### src/rtl/alu_result_buffer_if.sv
// alu_result_buffer_if: producer/consumer handshake bundle for the ALU result buffer
interface alu_result_buffer_if #(parameter int op = 8, parameter int depth = 4);
  logic in_valid;
  logic in_ready;
  logic [op-1:0] y;
  logic [$clog2(op)-1:0] opcode;
  logic [$clog2(op):0] b;
  logic out_valid;
  logic out_ready;
  logic [op-1:0] out_y;
  logic [$clog2(op)-1:0] out_opcode;
  logic out_zero;
  logic out_dz;
  logic [$clog2(depth):0] count;
  modport master (
    output in_valid, y, opcode, b, out_ready,
    input in_ready, out_valid, out_y, out_opcode, out_zero, out_dz, count
  );
  modport slave (
    input in_valid, y, opcode, b, out_ready,
    output in_ready, out_valid, out_y, out_opcode, out_zero, out_dz, count
  );
endinterface

### src/rtl/alu_result_buffer.sv
// alu_result_buffer: circular FIFO of ALU results tagged with zero/div-by-zero flags;
// define ALU_RESULT_STATS_EN to add saturating push/dz/stall statistics counters.
module alu_result_buffer #(
  parameter int op = 8,
  parameter int depth = 4
) (
  input logic clk,
  input logic rst,
`ifdef ALU_RESULT_STATS_EN
  output logic [7:0] stat_total,
  output logic [7:0] stat_dz,
  output logic [7:0] stat_full_stall,
`endif
  alu_result_buffer_if.slave bus
);
  localparam int ow = $clog2(op);
  localparam int aw = $clog2(depth);
  localparam int cw = aw + 1;
  logic [op-1:0] mem_y [depth];
  logic [ow-1:0] mem_op [depth];
  logic [depth-1:0] mem_zero, mem_dz;
  logic [aw-1:0] wr_ptr, rd_ptr;
  logic [cw-1:0] count;
  logic push, pop, dz;
  always_comb begin
    bus.in_ready = count < cw'(depth);
    bus.out_valid = count != '0;
    push = bus.in_valid && bus.in_ready;
    pop = bus.out_valid && bus.out_ready;
    dz = bus.opcode == ow'(3) && bus.b == '0;
    bus.out_y = mem_y[rd_ptr];
    bus.out_opcode = mem_op[rd_ptr];
    bus.out_zero = mem_zero[rd_ptr];
    bus.out_dz = mem_dz[rd_ptr];
    bus.count = count;
  end
  always_ff @(posedge clk) begin
    if (rst) begin
      wr_ptr <= '0;
      rd_ptr <= '0;
      count <= '0;
    end else begin
      wr_ptr <= wr_ptr + aw'(push);
      rd_ptr <= rd_ptr + aw'(pop);
      count <= count + cw'(push) - cw'(pop);
    end
  end
  // storage is deliberately not reset; head fields are don't-care while empty
  always_ff @(posedge clk) begin
    if (push && !rst) begin
      mem_y[wr_ptr] <= bus.y;
      mem_op[wr_ptr] <= bus.opcode;
      mem_zero[wr_ptr] <= bus.y == '0;
      mem_dz[wr_ptr] <= dz;
    end
  end
`ifdef ALU_RESULT_STATS_EN
  always_ff @(posedge clk) begin
    if (rst) begin
      stat_total <= '0;
      stat_dz <= '0;
      stat_full_stall <= '0;
    end else begin
      if (push && stat_total != 8'hff) stat_total <= stat_total + 8'd1;
      if (push && dz && stat_dz != 8'hff) stat_dz <= stat_dz + 8'd1;
      if (bus.in_valid && !bus.in_ready && stat_full_stall != 8'hff) stat_full_stall <= stat_full_stall + 8'd1;
    end
  end
`endif
endmodule

### src/flat_wrapper.sv
// flat-port wrapper written by rule: the top's interface ports become plain ports
module alu_result_buffer_flat 
#(
  parameter int op = 8,
  parameter int depth = 4
)
  (clk, rst, bus_in_valid, bus_y, bus_opcode, bus_b, bus_out_ready, bus_in_ready, bus_out_valid, bus_out_y, bus_out_opcode, bus_out_zero, bus_out_dz, bus_count);
  alu_result_buffer_if #(.op(op), .depth(depth)) bus_i ();
  input logic clk;
  input logic rst;
  input wire logic [$bits(bus_i.in_valid)-1:0] bus_in_valid;
  input wire logic [$bits(bus_i.y)-1:0] bus_y;
  input wire logic [$bits(bus_i.opcode)-1:0] bus_opcode;
  input wire logic [$bits(bus_i.b)-1:0] bus_b;
  input wire logic [$bits(bus_i.out_ready)-1:0] bus_out_ready;
  output wire logic [$bits(bus_i.in_ready)-1:0] bus_in_ready;
  output wire logic [$bits(bus_i.out_valid)-1:0] bus_out_valid;
  output wire logic [$bits(bus_i.out_y)-1:0] bus_out_y;
  output wire logic [$bits(bus_i.out_opcode)-1:0] bus_out_opcode;
  output wire logic [$bits(bus_i.out_zero)-1:0] bus_out_zero;
  output wire logic [$bits(bus_i.out_dz)-1:0] bus_out_dz;
  output wire logic [$bits(bus_i.count)-1:0] bus_count;
  assign bus_i.in_valid = bus_in_valid;
  assign bus_i.y = bus_y;
  assign bus_i.opcode = bus_opcode;
  assign bus_i.b = bus_b;
  assign bus_i.out_ready = bus_out_ready;
  assign bus_in_ready = bus_i.in_ready;
  assign bus_out_valid = bus_i.out_valid;
  assign bus_out_y = bus_i.out_y;
  assign bus_out_opcode = bus_i.out_opcode;
  assign bus_out_zero = bus_i.out_zero;
  assign bus_out_dz = bus_i.out_dz;
  assign bus_count = bus_i.count;
  alu_result_buffer #(.op(op), .depth(depth)) u_core (.clk(clk), .rst(rst), .bus(bus_i));
endmodule
### config.mk
export PLATFORM = sky130hd
export DESIGN_NAME = alu_result_buffer_flat
export DESIGN_NICKNAME = d
export VERILOG_FILES = /design/src/rtl/alu_result_buffer_if.sv /design/src/rtl/alu_result_buffer.sv /design/src/flat_wrapper.sv
export SDC_FILE = /design/constraint.sdc
export NUM_CORES = 1
export LEC_CHECK = 0
export CORE_MARGIN = 1
export CORE_UTILIZATION = 46
export CTS_CLUSTER_DIAMETER = 120
export DETAILED_ROUTE_END_ITERATION = 16
export PLACE_DENSITY = 0.76
export SYNTH_ARGS = -nofsm -noshare
export SYNTH_HDL_FRONTEND = slang
export SYNTH_SLANG_ARGS = --single-unit
export TNS_END_PERCENT = 50
### constraint.sdc
create_clock -name clk -period 3 [get_ports clk]
set_input_delay 0.45 -clock clk [delete_from_list [all_inputs] [get_ports clk]]
set_output_delay 0.45 -clock clk [all_outputs]
set_load 0.005 [all_outputs]
==> results.sh, run 1 <==
export IMPL_status="completed"
export IMPL_setup_viol_count_final=0
export IMPL_clkLatencyLatePin_ns=0.33
export IMPL_grt_use_total_pct=18.3
export IMPL_finalNetCount=183
export IMPL_cts_root_buffer="clkbuf_8"
export IMPL_area_delta_synth_final_pct=28.1
export IMPL_hold_class="flip-flop to flip-flop"
export IMPL_htreeDepth=3
export IMPL_ys_async_sr_fraction_pct=0
export IMPL_cts_resized=0
export IMPL_p_sw_share_pct=23.2
export IMPL_die_area_sq_mm=0.00531
export IMPL_fin_setup_tns_ns=0
export IMPL_maxSlewHeadroom_pct=53.6
export IMPL_synth_edf_count=52
export IMPL_ys_warnings_count=0
export IMPL_overflow=0
export IMPL_num_rows=25
export IMPL_dieWidth_um=72.9
export IMPL_yosys_register_bits=59
export IMPL_cts_tree="yes"
export IMPL_r2r_slack_ns=1.21
export IMPL_cp_slowest_cell="dfxtp_1"
export IMPL_arrival_ns=1.98
export IMPL_cp_startpoint="u_core.rd_ptr[1]"
export IMPL_path_max_fanout=15
export IMPL_drt_iter0_drc=92
export IMPL_intPower_mw=1.77
export IMPL_wl_per_cell_um=17.5
export IMPL_post_route_drc_count=0
export IMPL_grt_pass1_wl_mm=6.56
export IMPL_rr_worst_depth=2
export IMPL_syn_area_sq_mm=0.00231
export IMPL_rsz0062_at_grt="no"
export IMPL_synth_main_ff_cell="edfxtp_1"
export IMPL_postSynthAreaPerCell_sq_um=20.5
export IMPL_max_stage_delay_ns=0.77
export IMPL_hold_viol_final=0
export IMPL_cp_end_kind="output port"
export IMPL_clkSinkCount=59
export IMPL_synth_compound_area_share_pct=0.920
export IMPL_core_area_sq_mm=0.00479
export IMPL_start_util_pct=48.3
export IMPL_fmax_ghz=0.412
export IMPL_combPwrFrac_pct=23.2
export IMPL_numPortBuffers=36
export IMPL_drive_above_1_share_pct=21.1
export IMPL_vias_per_cell=4.97
export IMPL_synth_top_family_by_area="multiplexers"
export IMPL_cts_made_buffers=9
export IMPL_tightest_slew_ns=0.695
export IMPL_path_cells="mux4_2 -> clkdlybuf4s50_1"
export IMPL_p_clk_share_pct=32.5
export IMPL_fin_skew_ns=0.00582
export IMPL_critical_path_top_delay_family="flip-flops"
export IMPL_yosys_area_share_simple_pct=5.85
export IMPL_max_vdd_ir_drop_v=0.000609
export IMPL_timing_rr_start="u_core.bus.count[2]"
export IMPL_clk_pin_slew_ns=0.06
export IMPL_synth_fa_ha_area_share_pct=1.95
export IMPL_synth_cell_type_count=26
export IMPL_route_vias_total=1159
export IMPL_hold_buffers=0
export IMPL_syn_nets=135
export IMPL_start_kind="flip-flop"
export IMPL_drt_total_wl_mm=4.08
export IMPL_seq_area_frac_synth_pct=73.6
export IMPL_slew_viol_final=0
export IMPL_grt_pass1_vias=1280
export IMPL_clock_path_buffers=2
export IMPL_crit_required_ns=2.55
export IMPL_crit_cells=2
export IMPL_place_hpwl_mm=2.83
export IMPL_p_switching_mw=0.537
export IMPL_grt_max_degree=16
export IMPL_critPathCapture="bus_out_dz"
export IMPL_syn_inst=113
export IMPL_powerDensity_mw_per_mm2=781
export IMPL_fin_crit_ns=2.43
export IMPL_p_seq_share_pct=44.3
export IMPL_synth_xor_area_share_pct=1.35
export IMPL_firstDrtPassIters=4
export IMPL_io_pins=37
export IMPL_p_leak_nw=0.992
export IMPL_cp_num_buf_inv=1
export IMPL_fin_crit_sh_pct=81.0
export IMPL_die_y_um=72.9
export IMPL_n_antenna_cell=0
export IMPL_gp_congestion=0.693
export IMPL_dpl_cell_count=217
export IMPL_final_cells=233
export IMPL_postRouteAntennaNets=0
export IMPL_synth_mux_area_share_pct=14.1
export IMPL_regToRegEndpoint="u_core.mem_y[1][0]"
export IMPL_max_cap_viol_count=0
export IMPL_antenna_found_initial=0
export IMPL_crit_type="flip-flop to output port"
export IMPL_post_cts_repair_setup_buffers=0
[kinds of logic after synthesis]
family                   Yosys count
flip-flops                        59
multiplexers                      16
AND/OR/NAND/NOR                   24
XOR/XNOR                           2
buffers and inverters              7
adder cells (fa/ha/maj)            3
AO/OA/AOI/OAI                      2
[flip-flops by register name, summed over array words and instances, names as in the netlist]
register / flops
u_core.bus.count: 3
u_core.mem_zero: 4
u_core.wr_ptr: 2
u_core.rd_ptr: 2
u_core.mem_y: 32
u_core.mem_dz: 4
u_core.mem_op: 12
[power groups by stage]
stage               clock (mW)  sequential, mW  combinational (mW)
CTS                      0.769            1.02               0.551
finish                   0.752            1.02               0.536
detailed placement           0            1.04               0.546
floorplan                    0            1.02               0.316
global placement             0            1.03               0.532
global route             0.801            1.03               0.587
[tightest hold or removal path, cell delays in order, from the launching register on]
cell and delay (ns):
dfxtp_1 0.33, xnor2_1 0.15, nor2_1 0.04
[placed cells by master (no fill, tap or decap)]
cell type / n
ha_1: 2
xnor2_1: 1
mux2i_1: 1
dfxtp_1: 7
clkdlybuf4s50_1: 36
or4_1: 3
nor4b_1: 1
fa_1: 1
nor2_1: 9
buf_4: 5
o311ai_1: 1
o31ai_2: 1
xnor3_1: 1
mux4_2: 13
clkinv_2: 4
clkbuf_1: 1
or3_1: 1
edfxtp_1: 52
nand2_1: 1
nand4bb_1: 1
bufinv_16: 2
nor2b_1: 5
nor3_1: 1
and2_1: 2
mux2_1: 1
clkbuf_8: 9
inv_1: 3
mux2_2: 1
[how the worst min path moves through the flow]
| stage | startpoint | endpoint | slack (ns) | cells after the start |
|---|---|---|---|---|
| floorplan | u_core.wr_ptr[1] | u_core.wr_ptr[1] | 0.51 | 2 |
| detailed placement | u_core.wr_ptr[1] | u_core.wr_ptr[1] | 0.56 | 2 |
| finish | u_core.wr_ptr[1] | u_core.wr_ptr[1] | 0.57 | 2 |
| CTS | u_core.wr_ptr[1] | u_core.wr_ptr[1] | 0.57 | 2 |
| global placement | u_core.wr_ptr[1] | u_core.wr_ptr[1] | 0.53 | 2 |
| global route | u_core.wr_ptr[1] | u_core.wr_ptr[1] | 0.61 | 2 |
[layer usage]
| layer | global-route usage [%] | up-vias | part of all wire, % |
|---|---|---|---|
| met5 | 0 | - | 0 |
| met4 | 11.5 | 0 | 1.1 |
| met3 | 6.08 | 4 | 4.7 |
| met2 | 28.5 | 30 | 51 |
| met1 | 22.2 | 577 | 43 |
| li1 | - | 548 | - |
[layout make-up]
cell class	instances	area, sq um
sequential	59	1700
clock buffer	10	128
clock inverter	6	80.1
tap	67	83.8
fill	333	1830
inverter	3	11.3
multi-input combinational	47	558
timing repair buffer	41	398
[metrics by stage]
step | power [mW] | cell area [sq um] | util, % | setup slack (ns) | hold WS (ns)
after global routing | 2.42 | 2960 | 61.9 | 0.489 | 0.614
after CTS | 2.34 | 2960 | 61.9 | 0.544 | 0.571
after global placement | 1.57 | 2750 | 57.5 | 0.685 | 0.529
after floorplan | 1.34 | 2310 | - | 1.32 | 0.506
final | 2.31 | 2960 | 61.9 | 0.571 | 0.568
after detailed placement | 1.59 | 2750 | 57.5 | 0.589 | 0.564
[synthesized netlist by cell type, types with 2 or more instances]
cell type | n | area share (%)
nor2_1 | 9 | 1.5
inv_1 | 3 | 0.49
mux4_2 | 13 | 13
edfxtp_1 | 52 | 68
or4_1 | 3 | 0.97
ha_1 | 2 | 1.1
and2_1 | 2 | 0.54
dfxtp_1 | 7 | 6.1
nor2b_1 | 5 | 1.4
(Power assumes the default switching activity.)
==> inputs of run 2 (changes only) <==
--- a/config.mk
+++ b/config.mk
@@ -9,7 +9,7 @@
 export CORE_UTILIZATION = 46
 export CTS_CLUSTER_DIAMETER = 120
 export DETAILED_ROUTE_END_ITERATION = 16
-export PLACE_DENSITY = 0.76
+export PLACE_DENSITY = 0.79
 export SYNTH_ARGS = -nofsm -noshare
 export SYNTH_HDL_FRONTEND = slang
 export SYNTH_SLANG_ARGS = --single-unit
==> constraint.sdc (replaced) <==
create_clock -name clk -period 1.9 [get_ports clk]
set_input_delay 0.285 -clock clk [delete_from_list [all_inputs] [get_ports clk]]
set_output_delay 0.285 -clock clk [all_outputs]
set_load 0.005 [all_outputs]
==> results.sh, run 2 (same netlist as run 1, synthesis figures left out) <==
export IMPL_status="completed"
export IMPL_cp_startpoint="u_core.bus.count[0]"
export IMPL_route_vias_total=1232
export IMPL_powerDensity_mw_per_mm2=1180
export IMPL_fin_crit_sh_pct=95.7
export IMPL_clk_pin_slew_ns=0.06
export IMPL_post_route_drc_count=0
export IMPL_postLayoutSetupSlackWorst_ns=0.0822
export IMPL_clock_path_buffers=2
export IMPL_hold_viol_final=0
export IMPL_drive_above_1_share_pct=31.4
export IMPL_area_delta_synth_final_pct=29.9
export IMPL_top_regs="u_core.mem_y (32), u_core.mem_op (12)"
export IMPL_path_cells="or3_1 -> clkdlybuf4s50_1"
export IMPL_die_y_um=72.9
export IMPL_fin_skew_ns=0.00884
export IMPL_num_rows=25
export IMPL_p_clk_share_pct=29.3
export IMPL_start_util_pct=48.3
export IMPL_cts_made_buffers=9
export IMPL_core_area_sq_mm=0.00479
export IMPL_placed_area_sq_mm=0.00286
export IMPL_slew_viol_final=0
export IMPL_cp_slowest_cell="clkdlybuf4s50_1"
export IMPL_grt_use_total_pct=19.4
export IMPL_antenna_found_initial=0
export IMPL_place_hpwl_mm=2.68
export IMPL_worstHoldPathCells=2
export IMPL_combPwrFrac_pct=25.1
export IMPL_fin_crit_ns=1.82
export IMPL_die_area_sq_mm=0.00531
export IMPL_fin_area_sq_mm=0.00300
export IMPL_largest_reg_flops=32
export IMPL_multi_input_area_sq_um=558
export IMPL_n_antenna_cell=0
export IMPL_overflow=0
export IMPL_hold_class="flip-flop to flip-flop"
export IMPL_clkSinkCount=59
export IMPL_hold_buffers=0
export IMPL_detailedPlace_worstSlack_ns=-0.105
export IMPL_use_met3_pct=6.91
export IMPL_p_leak_nw=1.03
export IMPL_regMostFlops="u_core.mem_y"
export IMPL_grt_use_met1_pct=22.9
export IMPL_final_common_cell="edfxtp_1"
export IMPL_path_max_fanout=6
export IMPL_tightest_slew_ns=0.365
export IMPL_grt_pass1_wl_mm=6.98
export IMPL_vias_per_cell=5.15
export IMPL_fillers=334
export IMPL_timing_rr_start="u_core.bus.count[0]"
export IMPL_htreeDepth=3
export IMPL_max_vdd_ir_drop_v=0.000828
export IMPL_dieWidth_um=72.9
export IMPL_crit_required_ns=1.62
export IMPL_wl_per_cell_um=17.6
export IMPL_mostFrequentLayoutCells="52 x edfxtp_1, 23 x clkdlybuf4s50_1, 13 x mux4_2"
export IMPL_hold_path_startpoint="u_core.wr_ptr[1]"
export IMPL_finalNetCount=190
export IMPL_setup_viol_count_final=0
export IMPL_cts_tree="yes"
export IMPL_top_usage_layer="met2"
export IMPL_start_kind="flip-flop"
export IMPL_post_cts_repair_setup_buffers=0
export IMPL_gp_congestion=0.686
export IMPL_cts_root_buffer="clkbuf_8"
export IMPL_fmax_ghz=0.550
export IMPL_p_sw_share_pct=24.3
export IMPL_ff_latch_area_sq_mm=0.00171
export IMPL_intPower_mw=2.69
export IMPL_arrival_ns=1.53
export IMPL_numPortBuffers=36
export IMPL_grtUsageMet2_pct=31.2
export IMPL_drt_iter0_drc=96
export IMPL_firstDrtPassIters=4
export IMPL_rsz0062_at_grt="no"
export IMPL_final_core_util_pct=62.7
export IMPL_postRouteAntennaNets=0
export IMPL_rr_worst_depth=6
export IMPL_io_pins=37
export IMPL_drt_total_wl_mm=4.21
export IMPL_grt_max_degree=14
export IMPL_cp_end_kind="output port"
export IMPL_crit_type="flip-flop to output port"
export IMPL_grt_pass1_vias=1338
export IMPL_p_switching_mw=0.864
export IMPL_maxSlewHeadroom_pct=75.5
export IMPL_max_stage_delay_ns=0.45
export IMPL_p_seq_share_pct=45.6
export IMPL_max_cap_viol_count=0
export IMPL_clkLatencyLatePin_ns=0.33
## run 2: changes by cell type in the layout (fill, tap and decap cells not counted), sizes merged
cell / change
clkdlybuf4s50: -13
clkinv: -2
bufinv: -1
buf: +8
clkbuf: +14
## run 2: timing repair
item / in CTS / in global routing
gates resized for setup: 31 / 13
cloned: 1 / 0
endpoints found under the setup margin: 13 / 13
## run 2: worst max-delay path, delay by kind of cell (launching register included)
family / cells / cell delay (ns)
buffers and inverters: 1 / 0.45
flip-flops: 1 / 0.37
AND/OR/NAND/NOR: 1 / 0.38
## run 2: area by class of cell
class                      count  area share [%]
clock inverter                 3            1.33
sequential                    59            56.8
multi-input combinational     47            18.6
tap                           67            2.79
clock buffer                  12            4.50
timing repair buffer          48            15.6
inverter                       3           0.375
## run 2: path summary, 6_finish.rpt
path / slack, ns / to
worst min register to register: 0.56 / u_core.wr_ptr[1]
worst min-delay path: 0.56 / u_core.wr_ptr[1]
worst max register to register: 0.25 / u_core.bus.count[2]
worst max-delay path: 0.08 / bus_out_valid
## run 2: layer usage
metal,vias to the layer above,part of all wire [%]
met2,38,53
met4,0,1.5
met3,7,5.8
li1,566,-
met1,621,40
met5,-,0
## run 2: power by group through the flow
stage                     combinational (mW)  sequential, mW  clock, mW
final                                  0.893            1.62       1.04
after global routing                   0.978            1.63       1.12
after CTS                              0.952            1.62       1.06
after global placement                 0.918            1.62          0
after floorplan                        0.498            1.61          0
after detailed placement               0.941            1.63          0
## run 2: stage by stage
step / instances / power (mW) / hold slack, ns / setup TNS (ns)
3_3_place_gp: 223 / 2.53 / 0.526 / -0.00561
2_1_floorplan: 113 / 2.11 / 0.384 / 0
6_report: 239 / 3.55 / 0.562 / 0
3_5_place_dp: 223 / 2.57 / 0.540 / -0.105
4_1_cts: 239 / 3.63 / 0.553 / -0.00148
5_1_grt: 239 / 3.73 / 0.600 / 0
